$ cat src/rtl/bus_protocol_monitor.sv
// Passive checker for the dValid/dAck/data bus: sticky flags, error pulse, saturating counters.
// Define BUS_MON_FIRST_ERR_EN to capture the flags and burst index of the first erroneous burst.
module bus_protocol_monitor #(
  parameter int DATA_W    = 8,
  parameter int MIN_VALID = 2,
  parameter int MAX_VALID = 4,
  parameter int ACK_MIN   = 2,
  parameter int CNT_W     = 16
) (
  input  logic              clk,
  input  logic              reset,
  input  logic              dValid,
  input  logic              dAck,
  input  logic [DATA_W-1:0] data,
  input  logic              clr_err,
  output logic [3:0]        err_flags,
  output logic              err_pulse,
  output logic              xfer_done,
  output logic [CNT_W-1:0]  xfer_count,
  output logic [CNT_W-1:0]  err_count,
  output logic [3:0]        first_err_code,
  output logic [CNT_W-1:0]  first_err_idx
);

  localparam int E_LEN  = 0;
  localparam int E_DATA = 1;
  localparam int E_ACK  = 2;
  localparam int E_DROP = 3;

  localparam logic [4:0] MIN_N  = 5'(MIN_VALID);
  localparam logic [4:0] MAX_N  = 5'(MAX_VALID);
  localparam logic [4:0] OVER_N = 5'(MAX_VALID + 1);
  localparam logic [4:0] ACK_N  = 5'(ACK_MIN);

  typedef enum logic [1:0] {IDLE, VALID, ACKED, DRAIN} state_t;

  state_t            state, state_nxt;
  logic [4:0]        n, n_nxt, cur;
  logic [DATA_W-1:0] cap;
  logic [3:0]        burst_err, viol, new_err, all_err;
  logic              start, burst_end;
  logic [CNT_W-1:0]  xfer_base, err_base, xfer_inc, err_inc;

  // The first dValid cycle is judged in IDLE as burst cycle 1; later cycles in VALID as n+1.
  always_comb begin
    viol      = '0;
    state_nxt = state;
    n_nxt     = n;
    start     = 1'b0;
    burst_end = 1'b0;
    cur       = n + 5'd1;
    case (state)
      IDLE: begin
        if (dValid) begin
          start = 1'b1;
          n_nxt = 5'd1;
          if (dAck) begin
            if (ACK_N > 5'd1) begin
              viol[E_ACK] = 1'b1;
              state_nxt   = DRAIN;
              burst_end   = 1'b1;
            end else begin
              state_nxt = ACKED;
            end
          end else begin
            state_nxt = VALID;
          end
        end else if (dAck) begin
          viol[E_ACK] = 1'b1;
          burst_end   = 1'b1;
        end
      end
      VALID: begin
        if (dValid) begin
          n_nxt = cur;
          if (data != cap) viol[E_DATA] = 1'b1;
          if (cur == OVER_N) begin
            viol[E_LEN] = 1'b1;
            viol[E_ACK] = 1'b1;
            state_nxt   = DRAIN;
            burst_end   = 1'b1;
          end else if (dAck) begin
            if (cur < ACK_N) begin
              viol[E_ACK] = 1'b1;
              state_nxt   = DRAIN;
              burst_end   = 1'b1;
            end else begin
              state_nxt = ACKED;
            end
          end
        end else begin
          viol[E_ACK] = 1'b1;
          viol[E_LEN] = (n < MIN_N);
          state_nxt   = IDLE;
          burst_end   = 1'b1;
        end
      end
      ACKED: begin
        burst_end = 1'b1;
        if (dValid) begin
          viol[E_DROP] = 1'b1;
          state_nxt    = DRAIN;
        end else begin
          viol[E_LEN] = (n < MIN_N) || (n > MAX_N);
          state_nxt   = IDLE;
        end
      end
      default: begin
        if (!dValid) state_nxt = IDLE;
      end
    endcase

    // A flag already raised earlier in this burst does not pulse again.
    new_err   = viol & ~burst_err;
    all_err   = burst_err | viol;
    xfer_base = clr_err ? '0 : xfer_count;
    err_base  = clr_err ? '0 : err_count;
    xfer_inc  = (&xfer_base) ? xfer_base : xfer_base + CNT_W'(1);
    err_inc   = (&err_base) ? err_base : err_base + CNT_W'(1);
  end

  // Clear from clr_err is applied first so a violation on the same edge survives it.
  always_ff @(posedge clk or negedge reset) begin
    if (!reset) begin
      state      <= DRAIN;
      n          <= '0;
      cap        <= '0;
      burst_err  <= '0;
      err_flags  <= '0;
      err_pulse  <= 1'b0;
      xfer_done  <= 1'b0;
      xfer_count <= '0;
      err_count  <= '0;
    end else begin
      state      <= state_nxt;
      n          <= n_nxt;
      if (start) cap <= data;
      burst_err  <= burst_end ? 4'b0 : all_err;
      err_pulse  <= |new_err;
      xfer_done  <= burst_end && (all_err == 4'b0);
      err_flags  <= (clr_err ? 4'b0 : err_flags) | new_err;
      xfer_count <= (burst_end && (all_err == 4'b0)) ? xfer_inc : xfer_base;
      err_count  <= (burst_end && (all_err != 4'b0)) ? err_inc : err_base;
    end
  end

`ifdef BUS_MON_FIRST_ERR_EN
  logic first_valid;

  always_ff @(posedge clk or negedge reset) begin
    if (!reset) begin
      first_valid    <= 1'b0;
      first_err_code <= '0;
      first_err_idx  <= '0;
    end else if (burst_end && (all_err != 4'b0) && (clr_err || !first_valid)) begin
      first_valid    <= 1'b1;
      first_err_code <= all_err;
      first_err_idx  <= xfer_base + err_inc;
    end else if (clr_err) begin
      first_valid    <= 1'b0;
      first_err_code <= '0;
      first_err_idx  <= '0;
    end
  end
`else
  assign first_err_code = '0;
  assign first_err_idx  = '0;
`endif

endmodule

$ cat config.mk
export PLATFORM = sky130hd
export DESIGN_NAME = bus_protocol_monitor
export DESIGN_NICKNAME = d
export VERILOG_FILES = /design/src/rtl/bus_protocol_monitor.sv
export SDC_FILE = /design/constraint.sdc
export NUM_CORES = 1
export LEC_CHECK = 0
export BUFFER_PORTS_ARGS = -buffer_cell sky130_fd_sc_hd__buf_2
export CORE_MARGIN = 10
export CORE_UTILIZATION = 51
export CTS_BUF_LIST = sky130_fd_sc_hd__clkbuf_4 sky130_fd_sc_hd__clkbuf_8 sky130_fd_sc_hd__clkbuf_16
export DETAILED_ROUTE_END_ITERATION = 16
export PLACE_DENSITY = 0.84
export SETUP_SLACK_MARGIN = 0.05
export SLEW_MARGIN = 20
export SYNTH_ARGS = -nofsm -noshare
export SYNTH_HDL_FRONTEND = slang
export SYNTH_SLANG_ARGS = --single-unit
$ cat constraint.sdc
create_clock -name clk -period 6.45 [get_ports clk]
set_input_delay 0.3225 -clock clk [delete_from_list [all_inputs] [get_ports clk]]
set_output_delay 0.3225 -clock clk [all_outputs]
set_load 0.02 [all_outputs]
* After elaboration in Yosys (flattened, before gate mapping) *
Cells that the tools add are included.

word-level totals
  register bits after elaboration = 57
  word-level logic and storage cells = 76

operators by class
  add/sub/neg operators = 3
  magnitude comparators = 3
  equal/unequal tests = 8
  multiplexer cells = 37
  bitwise operators = 4
  reduce and logical (&&, ||, !) cells = 12

operators by type and width
  operator                                                        count
  two-way mux 16 bit                                              6
  adder 16 x 1 -> 16 bit (second input constant)                  2
  AND reduction 16 bit                                            2
  two-way mux 1 bit                                               15
  two-way mux 2 bit                                               7
  < comparator 5 x 2 -> 1 bit (second input constant)             2
  two-way mux 5 bit                                               2
  one-hot mux 5 bit (2 select lines)                              1
  two-way mux 4 bit                                               2
  != test 8 bit                                                   1
  OR 4 bit                                                        2
  one-hot mux 2 bit (3 select lines)                              1
  AND reduction 3 bit                                             2
  adder 5 x 1 -> 5 bit (second input constant)                    1
  == test 5 x 3 -> 1 bit (second input constant)                  1
  greater-than comparator 5 x 3 -> 1 bit (second input constant)  1
  bitwise AND 4 bit                                               1
  logical NOT 4 bit                                               1
  != test 2 bit (second input constant)                           2
  != test 4 x 1 -> 1 bit (second input constant)                  1
  != test 4 bit (second input constant)                           1
  NOT 4 bit                                                       1
  one-hot mux 1 bit (2 select lines)                              2
  nonzero test 4 bit                                              1
  8 further kinds                                                 9

* Longest topological paths before layout *
Gate-level depths: netlist (run 1).

  depth after elaboration = 11
  mapped depth = 11
  mapped depth without buffers = 9

* Worst setup path after synthesis (run 1) *
OpenSTA, ideal clock, no wires.

  kind = input port to flip-flop
  from = input port clr_err
  to = register xfer_count[10]
  setup time = 125 ps
  data arrival time = 2397 ps
  setup slack = 3928 ps
  stages on the path = 11
  buffers on the path = 2
  cell sequence = buf_2 > clkbuf_1 > nor2b_1 > ha_1 > nand2_1 > or4_1 > o21ai_1 > nor2_1 > nand3_1 > nor3_1 > mux2_2

between the ends
  word-level cells in the longest chain between the ends = 4
  elaborated cells between the ends (all ways) = 5
  classes of those cells = 1 x add/sub; 3 x mux; 1 x reduce/logical

RTL lines
  element                                                                line  RTL
  from (decl)                                                            15    input logic clr_err,
  two-way mux 16 bit *                                                   116   xfer_base = clr_err ? '0 : xfer_count;
  adder 16 x 1 -> 16 bit / AND reduction 16 bit (equally long branches)  118   xfer_inc = (&xfer_base) ? xfer_base : xfer_base + CNT_W'(1);
  two-way mux 16 bit                                                     118
  two-way mux 16 bit *                                                   142   xfer_count <= (burst_end && (all_err == 4'b0)) ? xfer_inc : xfer_base;
  to (signal assigned)                                                   142
  to (decl)                                                              19    output logic [CNT_W-1:0] xfer_count,

Every way passes the cells marked *; elsewhere a longest branch is shown, timed or not.
A chain may end at the register's enable or synchronous reset.

* Final worst setup path (run 1) *
  from = register n[1]
  to = register xfer_count[1]

between the ends
  word-level cells in the longest chain between the ends = 11
  elaborated cells between the ends (all ways) = 20
  classes of those cells = 1 x add/sub; 3 x order compare; 1 x eq/ne; 11 x mux; 1 x bitwise; 3 x reduce/logical

RTL lines
  element                             line  RTL
  from (decl)                         38    logic [4:0] n, n_nxt, cur;
  from (signal assigned)              136   n <= n_nxt;
  adder 5 x 1 -> 5 bit                51    cur = n + 5'd1;
  < comparator 5 x 2 -> 1 bit         83    if (cur < ACK_N) begin
  two-way mux 1 bit                   83
  two-way mux 1 bit                   82    end else if (dAck) begin
  two-way mux 1 bit                   77    if (cur == OVER_N) begin
  two-way mux 1 bit                   74    if (dValid) begin
  one-hot mux 1 bit (2 select lines)  52    case (state)
  OR 4 bit                            115   all_err = burst_err | viol;
  logical NOT 4 bit                   142
  logical AND 1 bit *                 142
  two-way mux 16 bit *                142

Marked as above.

==> metrics.txt, run 1 <==
status complete, no violations; Cell Area, Synth 3450 um^2; Worst setup SP type flip-flop; I/O Pins 71; fillers 516; number of port buffers 50; Yosys top cell area share 39.9%; period utilisation layout 45.7%; grt met2 use 26.7%; f_max 0.339 GHz; Post-Layout Cell Count 497; CTS hold repair buffers 0; pin count of the biggest net entering global routing 58; CTS H-tree depth 3; die height 102 um; Max FO, Critical Path 14; remaining antenna violation count 0; setup_tns 0 ns; Final Hold Fails 0; CTS Root Buffer Type clkbuf_8; layout cell share with drive strength beyond 1 23.8%; Clock Sinks 57; Worst-Margin Slew 0.705 ns; clk_lat worst skew 0.34 ns; area leader, netlist dfrtp_1; Syn Inst Count 363; utilization after layout 60.5%; Die Span X 102 um; initial antenna violation count 0; Core Region 6460 um^2; Vias 2805; initial drt markers 131; Final Max Slew Viols 0; GRT Total Usage 15.7%; Post-Place Cells 481; Clock Skews 0.00761 ns; top-count cell post-synth dfrtp_1; placed instance area 3680 um^2; WL final 8.08 mm; Final #Nets 436; Area contributors post-synth dfrtp_1 (40%), mux2_2 (5.9%), nor2_1 (4.9%), buf_4 (4.3%), nor2b_1 (3.1%); # rows 29; Synth warnings 0; maxcap violations 0; Post-synth EDFFs 0; PD cells 364 nW/um^2; WL/cell 16.2 um; die area 10500 um^2; Tmin final 2.95 ns; grt ovf 0; worst r2r src n[1]; crit path kind flip-flop to flip-flop; synth unique cells 55; commonest cells in the netlist dfrtp_1 (55), nor2_1 (45), nand2_1 (28); area delta synth->final 13.2%; FF/Latch Area 1430 um^2; GRT busiest layer met2; drt pass-1 iters 5; Critical Path Start n[1]; vias per std cell 5.64; clk slew on worst S/H paths 0.06 ns; synthesized area per cell 9.51 um^2; crit path DAT 3.17 ns; RSZ-0062 raised after global routing false; first-pass GRT wire length 13.3 mm; final setup violation count 0; Static Leakage 0.00187 uW; VDD IR max 0.204 mV; Worst Hold Class primary input to async pin; CTS tree yes; hpwl dp 5.77 mm; CP Capture Type flip-flop; post-CTS setup buffer count 0; vias in the first global route 2837; CTS buffer count 9; Post-route DRC 0; dominant synthesized flop cell dfrtp_1; Final Wtd Congestion 0.831; register area share after synthesis 41.4%; Async SR Flop Fraction 100%; Synth Register Bits 57; Slew HR 53.0%; design area 3910 um^2; Starting Density 53.5%; Worst Path Required 6.67 ns; diodes inserted 0; met3 Use GR 3.37%; multi-input logic area 1860 um^2; post-CTS sizing 0; Clock Path Buffers 2; met1 global-route usage 19.0%
sequential cells by signal (all words and copies together) (netlist names):
name / count
err_pulse: 1
err_count: 16
state: 2
xfer_count: 16
xfer_done: 1
n: 5
cap: 8
err_flags: 4
burst_err: 4
cell families after synthesis:
logic type      after synthesis  synth area share [%]
xor+xnor                     23                  6.05
simple gates                155                  23.0
buf+inv                      41                  6.96
other cells                   1                 0.109
mux                          20                  6.45
fa+ha+maj                     8                  2.90
flops                        57                  41.4
compound gates               58                  13.2
layout make-up:
cell class / instances / share of cell area [%]
Tap cell: 77 / 2.47
Clock inverter: 5 / 2.02
Clock buffer: 11 / 3.71
Sequential cell: 57 / 36.6
Timing Repair Buffer: 51 / 6.60
Multi-Input combinational cell: 284 / 47.5
Inverter: 12 / 1.15
metal layers:
metal	wire, um	part of all wire (%)	vias to the layer above
li1	-	-	1342
met1	3480	43	1358
met2	4000	49	91
met3	489	6.1	14
met4	113	1.4	0
met5	0	0	-
cell usage in the layout (no fill, tap or decap), drive strengths merged, types with 2 or more instances in the layout:
cell     count
o21ai       11
o211ai       4
ha           8
a31oi        4
a211oi       3
dfstp        2
nor4         3
xor2        13
clkinv       3
xnor2       10
mux2        18
a21o         5
dfrtp       55
nor2b       17
inv         12
nor3b        2
and3         7
nor3         5
bufinv       2
nand2       30
a41o         2
nor2        45
nand3b       2
mux2i        2
o2bb2ai      3
clkbuf      11
conb        20
nor4b        2
a21oi       16
or3          6
nand3       20
buf         51
a311oi       3
and2         3
nand4        7
or4          4
through the flow:
step	hold slack (ns)	power, uW	setup WS, ns
3_5_place_dp	0.487	1050	3.53
3_3_place_gp	0.459	1030	3.61
2_1_floorplan	0.0269	931	3.93
4_1_cts	0.151	1430	3.51
5_1_grt	0.189	1520	3.30
6_report	0.112	1420	3.50
power by group:
| group | switching [uW] | internal [uW] | leakage, uW |
|---|---|---|---|
| logic | 352 | 197 | 0.00100 |
| clock network | 146 | 232 | 0.000117 |
| registers | 59.6 | 438 | 0.000756 |
path summary, 6_finish.rpt:
| check | slack (ns) | endpoint | cells after the start |
|---|---|---|---|
| max | 3.50 | xfer_count[1] | 8 |
| min reg2reg | 0.51 | err_flags[2] | 1 |
| max in group asynchronous | 5.86 | err_pulse | 2 |
| min | 0.11 | cap[3] | 2 |
| min in group clk | 0.25 | cap[2] | 2 |
| max reg2reg | 3.50 | xfer_count[1] | 8 |
critical path, cell delays in order (launching register included):
cell      delay [ns]
dfrtp_1         0.45
ha_1            0.35
xor2_2          0.28
mux2i_1         0.31
o21ai_2         0.15
a211oi_4        0.40
nand2_2         0.28
nor2_1          0.26
mux2_2          0.36
(Power assumes the default switching activity.)
==> run 2, diff against run 1 <==
clock period = 2.9 ns   (was 6.45 ns; I/O delays follow)
==> run 2 against run 1 <==
Compared with the run above:
- combinational power up 150%
- first-iteration DRC count rose by 50%
- wire length grew 2.7%
- highest routed layer unchanged
- setup slack worse by 3.3 ns
- cell area rose by 1.8%
==> metrics.txt, run 2 (same netlist as run 1, synthesis figures left out) <==
commonest non-fill, non-tap cells in the layout dfrtp_1 (55), buf_2 (49), nor2_1 (45), nand2_1 (27) (was dfrtp_1 (55), buf_2 (50), nor2_1 (45), nand2_1 (28)); Clock Path Buffers 2 (unchanged); top flop regs err_count: 16 flops, xfer_count: 16 flops, cap: 8 flops (unchanged); first-pass GRT wire length 13.8 mm (was 13.3 mm); remaining antenna violation count 0 (unchanged); Final Max Slew Viols 0 (unchanged); CTS buffer count 9 (unchanged); hold endpoint cap[6]; WL/cell 16.4 um (was 16.2 um); Final Hold Fails 0 (unchanged); Post-Place Cells 488 (was 481); crit path kind flip-flop to flip-flop (unchanged); internal power 1940 uW (was 867 uW); drt pass-1 iters 4 (was 5); Clock Skews 0.0123 ns (was 0.00761 ns); Cell Chain, Critical Path inv_1, ha_1, inv_2, a211oi_1, o21a_1, a211oi_4, buf_4, nand2_2, or4_1, nand2_1 (was ha_1, xor2_2, mux2i_1, o21ai_2, a211oi_4, nand2_2, nor2_1, mux2_2); logic gate share of total power 41.9% (was 38.6%); Worst Hold Class primary input to flip-flop (was primary input to async pin); area delta synth->final 15.2% (was 13.2%); # rows 29 (unchanged); initial antenna violation count 0 (unchanged); Clk pwr share 23.6% (was 26.5%); Max FO, Critical Path 7 (was 14); Psw 1280 uW (was 557 uW); Flop pwr share 34.5% (was 35.0%); VDD IR max 0.507 mV (was 0.204 mV); I/O Pins 71 (unchanged); f_max 0.372 GHz (was 0.339 GHz); worst r2r src state[0] (was n[1]); Post-Layout Cell Count 506 (was 497); clk_lat worst skew 0.34 ns (about the same); Final Hold Slack 0.0601 ns (was 0.112 ns); Tmin final 2.69 ns (was 2.95 ns); crit path DAT 2.97 ns (was 3.17 ns); Worst setup SP type flip-flop (unchanged); Worst Path Required 3.18 ns (was 6.67 ns); DRT met1 WL 3.43 mm (was 3.48 mm); switching part of the total power 39.7% (was 39.1%); die area 10500 um^2 (unchanged); most common cell after layout, fill and taps aside dfrtp_1 (unchanged); final worst slack 0.212 ns (was 3.50 ns); final setup violation count 0 (unchanged); RSZ-0062 raised after global routing false (unchanged); slowest CP cell dfstp_2 (was dfrtp_1); Worst Reg-to-Reg Cells 10 (was 8); worst path buffer plus inverter count 3 (was 0); pre-CTS setup slack 0.0916 ns (was 3.53 ns); Final #Nets 446 (was 436); number of port buffers 50 (unchanged); WL final 8.29 mm (was 8.08 mm); diodes inserted 0 (unchanged); FF/Latch Area 1430 um^2 (unchanged); Final Wtd Congestion 0.868 (was 0.831); Post-route DRC 0 (unchanged); Hold Crit Depth 2; fillers 532 (was 516); Critical R2R Capture xfer_count[13] (was xfer_count[1]); period utilisation layout 92.7% (was 45.7%); grt ovf 0 (unchanged); post-layout power 3210 uW (was 1420 uW); Core Region 6460 um^2 (unchanged); Worst-Margin Slew 0.625 ns (was 0.705 ns); CP top delay family compound AO/OA/AOI/OAI gates (was multiplexers); vias in the first global route 2863 (was 2837); setup_tns 0 ns (unchanged); CP Capture Type flip-flop (unchanged); hpwl dp 6.05 mm (was 5.77 mm); Vias 2882 (was 2805); Starting Density 53.5% (unchanged); routed wl met2 4.14 mm (was 4.00 mm); vias per std cell 5.70 (was 5.64); CTS tree yes (unchanged); die height 102 um (unchanged); Slew HR 58.3% (was 53.0%); pin count of the biggest net entering global routing 49 (was 58); PD cells 808 nW/um^2 (was 364 nW/um^2); maxcap violations 0 (unchanged); slowest stage delay, CP 0.56 ns (was 0.45 ns); status complete, no violations (unchanged); Static Leakage 0.00191 uW (was 0.00187 uW); Clock Sinks 57 (unchanged); Highest Signal Layer met4 (unchanged); clk slew on worst S/H paths 0.07 ns (was 0.06 ns); CTS Root Buffer Type clkbuf_8 (unchanged); CTS H-tree depth 3 (unchanged); multi-input logic area 1870 um^2 (was 1860 um^2); register-to-register path setup slack 0.21 ns (was 3.50 ns); GRT Total Usage 16.5% (was 15.7%); layout cell share with drive strength beyond 1 25.9% (was 23.8%); initial drt markers 196 (was 131); Hold Crit Start data[6]; Die Span X 102 um (unchanged); met3 WL 562 um (was 489 um)
## run 2: changes by cell type in the layout (fill, tap and decap cells not counted), sizes merged
| cell | change |
|---|---|
| buf | +9 |
| bufinv | -1 |
| clkbuf | +1 |
| clkinv | -1 |
| dlygate4sd3 | +1 |
## run 2: repair_timing
action                                  CTS  global route
buffers inserted                          0             2
hold buffers                              0             1
resized for setup                         0             5
endpoints found under the setup margin    0            17
hold endpoints to repair                  0            45
## run 2: cell type report
cell class	count	share of cell area, %
clock buffers	12	3.99
clock inverters	3	1.01
inverters	12	1.13
multi-input cells	284	47.0
flip-flops and latches	57	35.9
well taps	77	2.42
repair buffers	61	8.49
## run 2: through the flow
stage          instance area [um^2]  util (%)
2_1_floorplan                  3520         -
3_3_place_gp                   3740      57.8
3_5_place_dp                   3740      57.8
4_1_cts                        3940      60.9
5_1_grt                        3980      61.6
6_report                       3980      61.6
## run 2: power by group through the flow
stage	combinational [uW]	sequential, uW	clock (uW)
after floorplan	917	1150	0
after global placement	1240	1100	0
after detailed placement	1280	1120	0
after CTS	1290	1110	767
after global routing	1490	1130	798
final	1350	1110	757
## run 2: worst max path at each step
stage | from | end | slack, ns | cells past startpoint
2_1_floorplan | n[1] | xfer_count[13] | 0.42 | 8
3_3_place_gp | n[1] | xfer_count[1] | 0.17 | 8
3_5_place_dp | n[1] | xfer_count[1] | 0.09 | 8
4_1_cts | n[1] | xfer_count[1] | 0.07 | 8
5_1_grt | n[1] | xfer_count[1] | 0.05 | 9
6_report | state[0] | xfer_count[13] | 0.21 | 10
## run 2: per-layer routing
layer | vias to the layer above | global-route usage [%]
met4 | 0 | 6.72
li1 | 1363 | -
met5 | - | 0
met1 | 1395 | 19.4
met2 | 106 | 27.2
met3 | 18 | 5.33
## run 2: worst reg2reg max path, delay by kind of cell (launching register included)
kind                     cells  cell delay, ns
AO/OA/AOI/OAI                3            0.69
adder cells (fa/ha/maj)      1            0.29
buffers and inverters        3            0.43
flip-flops                   1            0.56
AND/OR/NAND/NOR              3            0.66
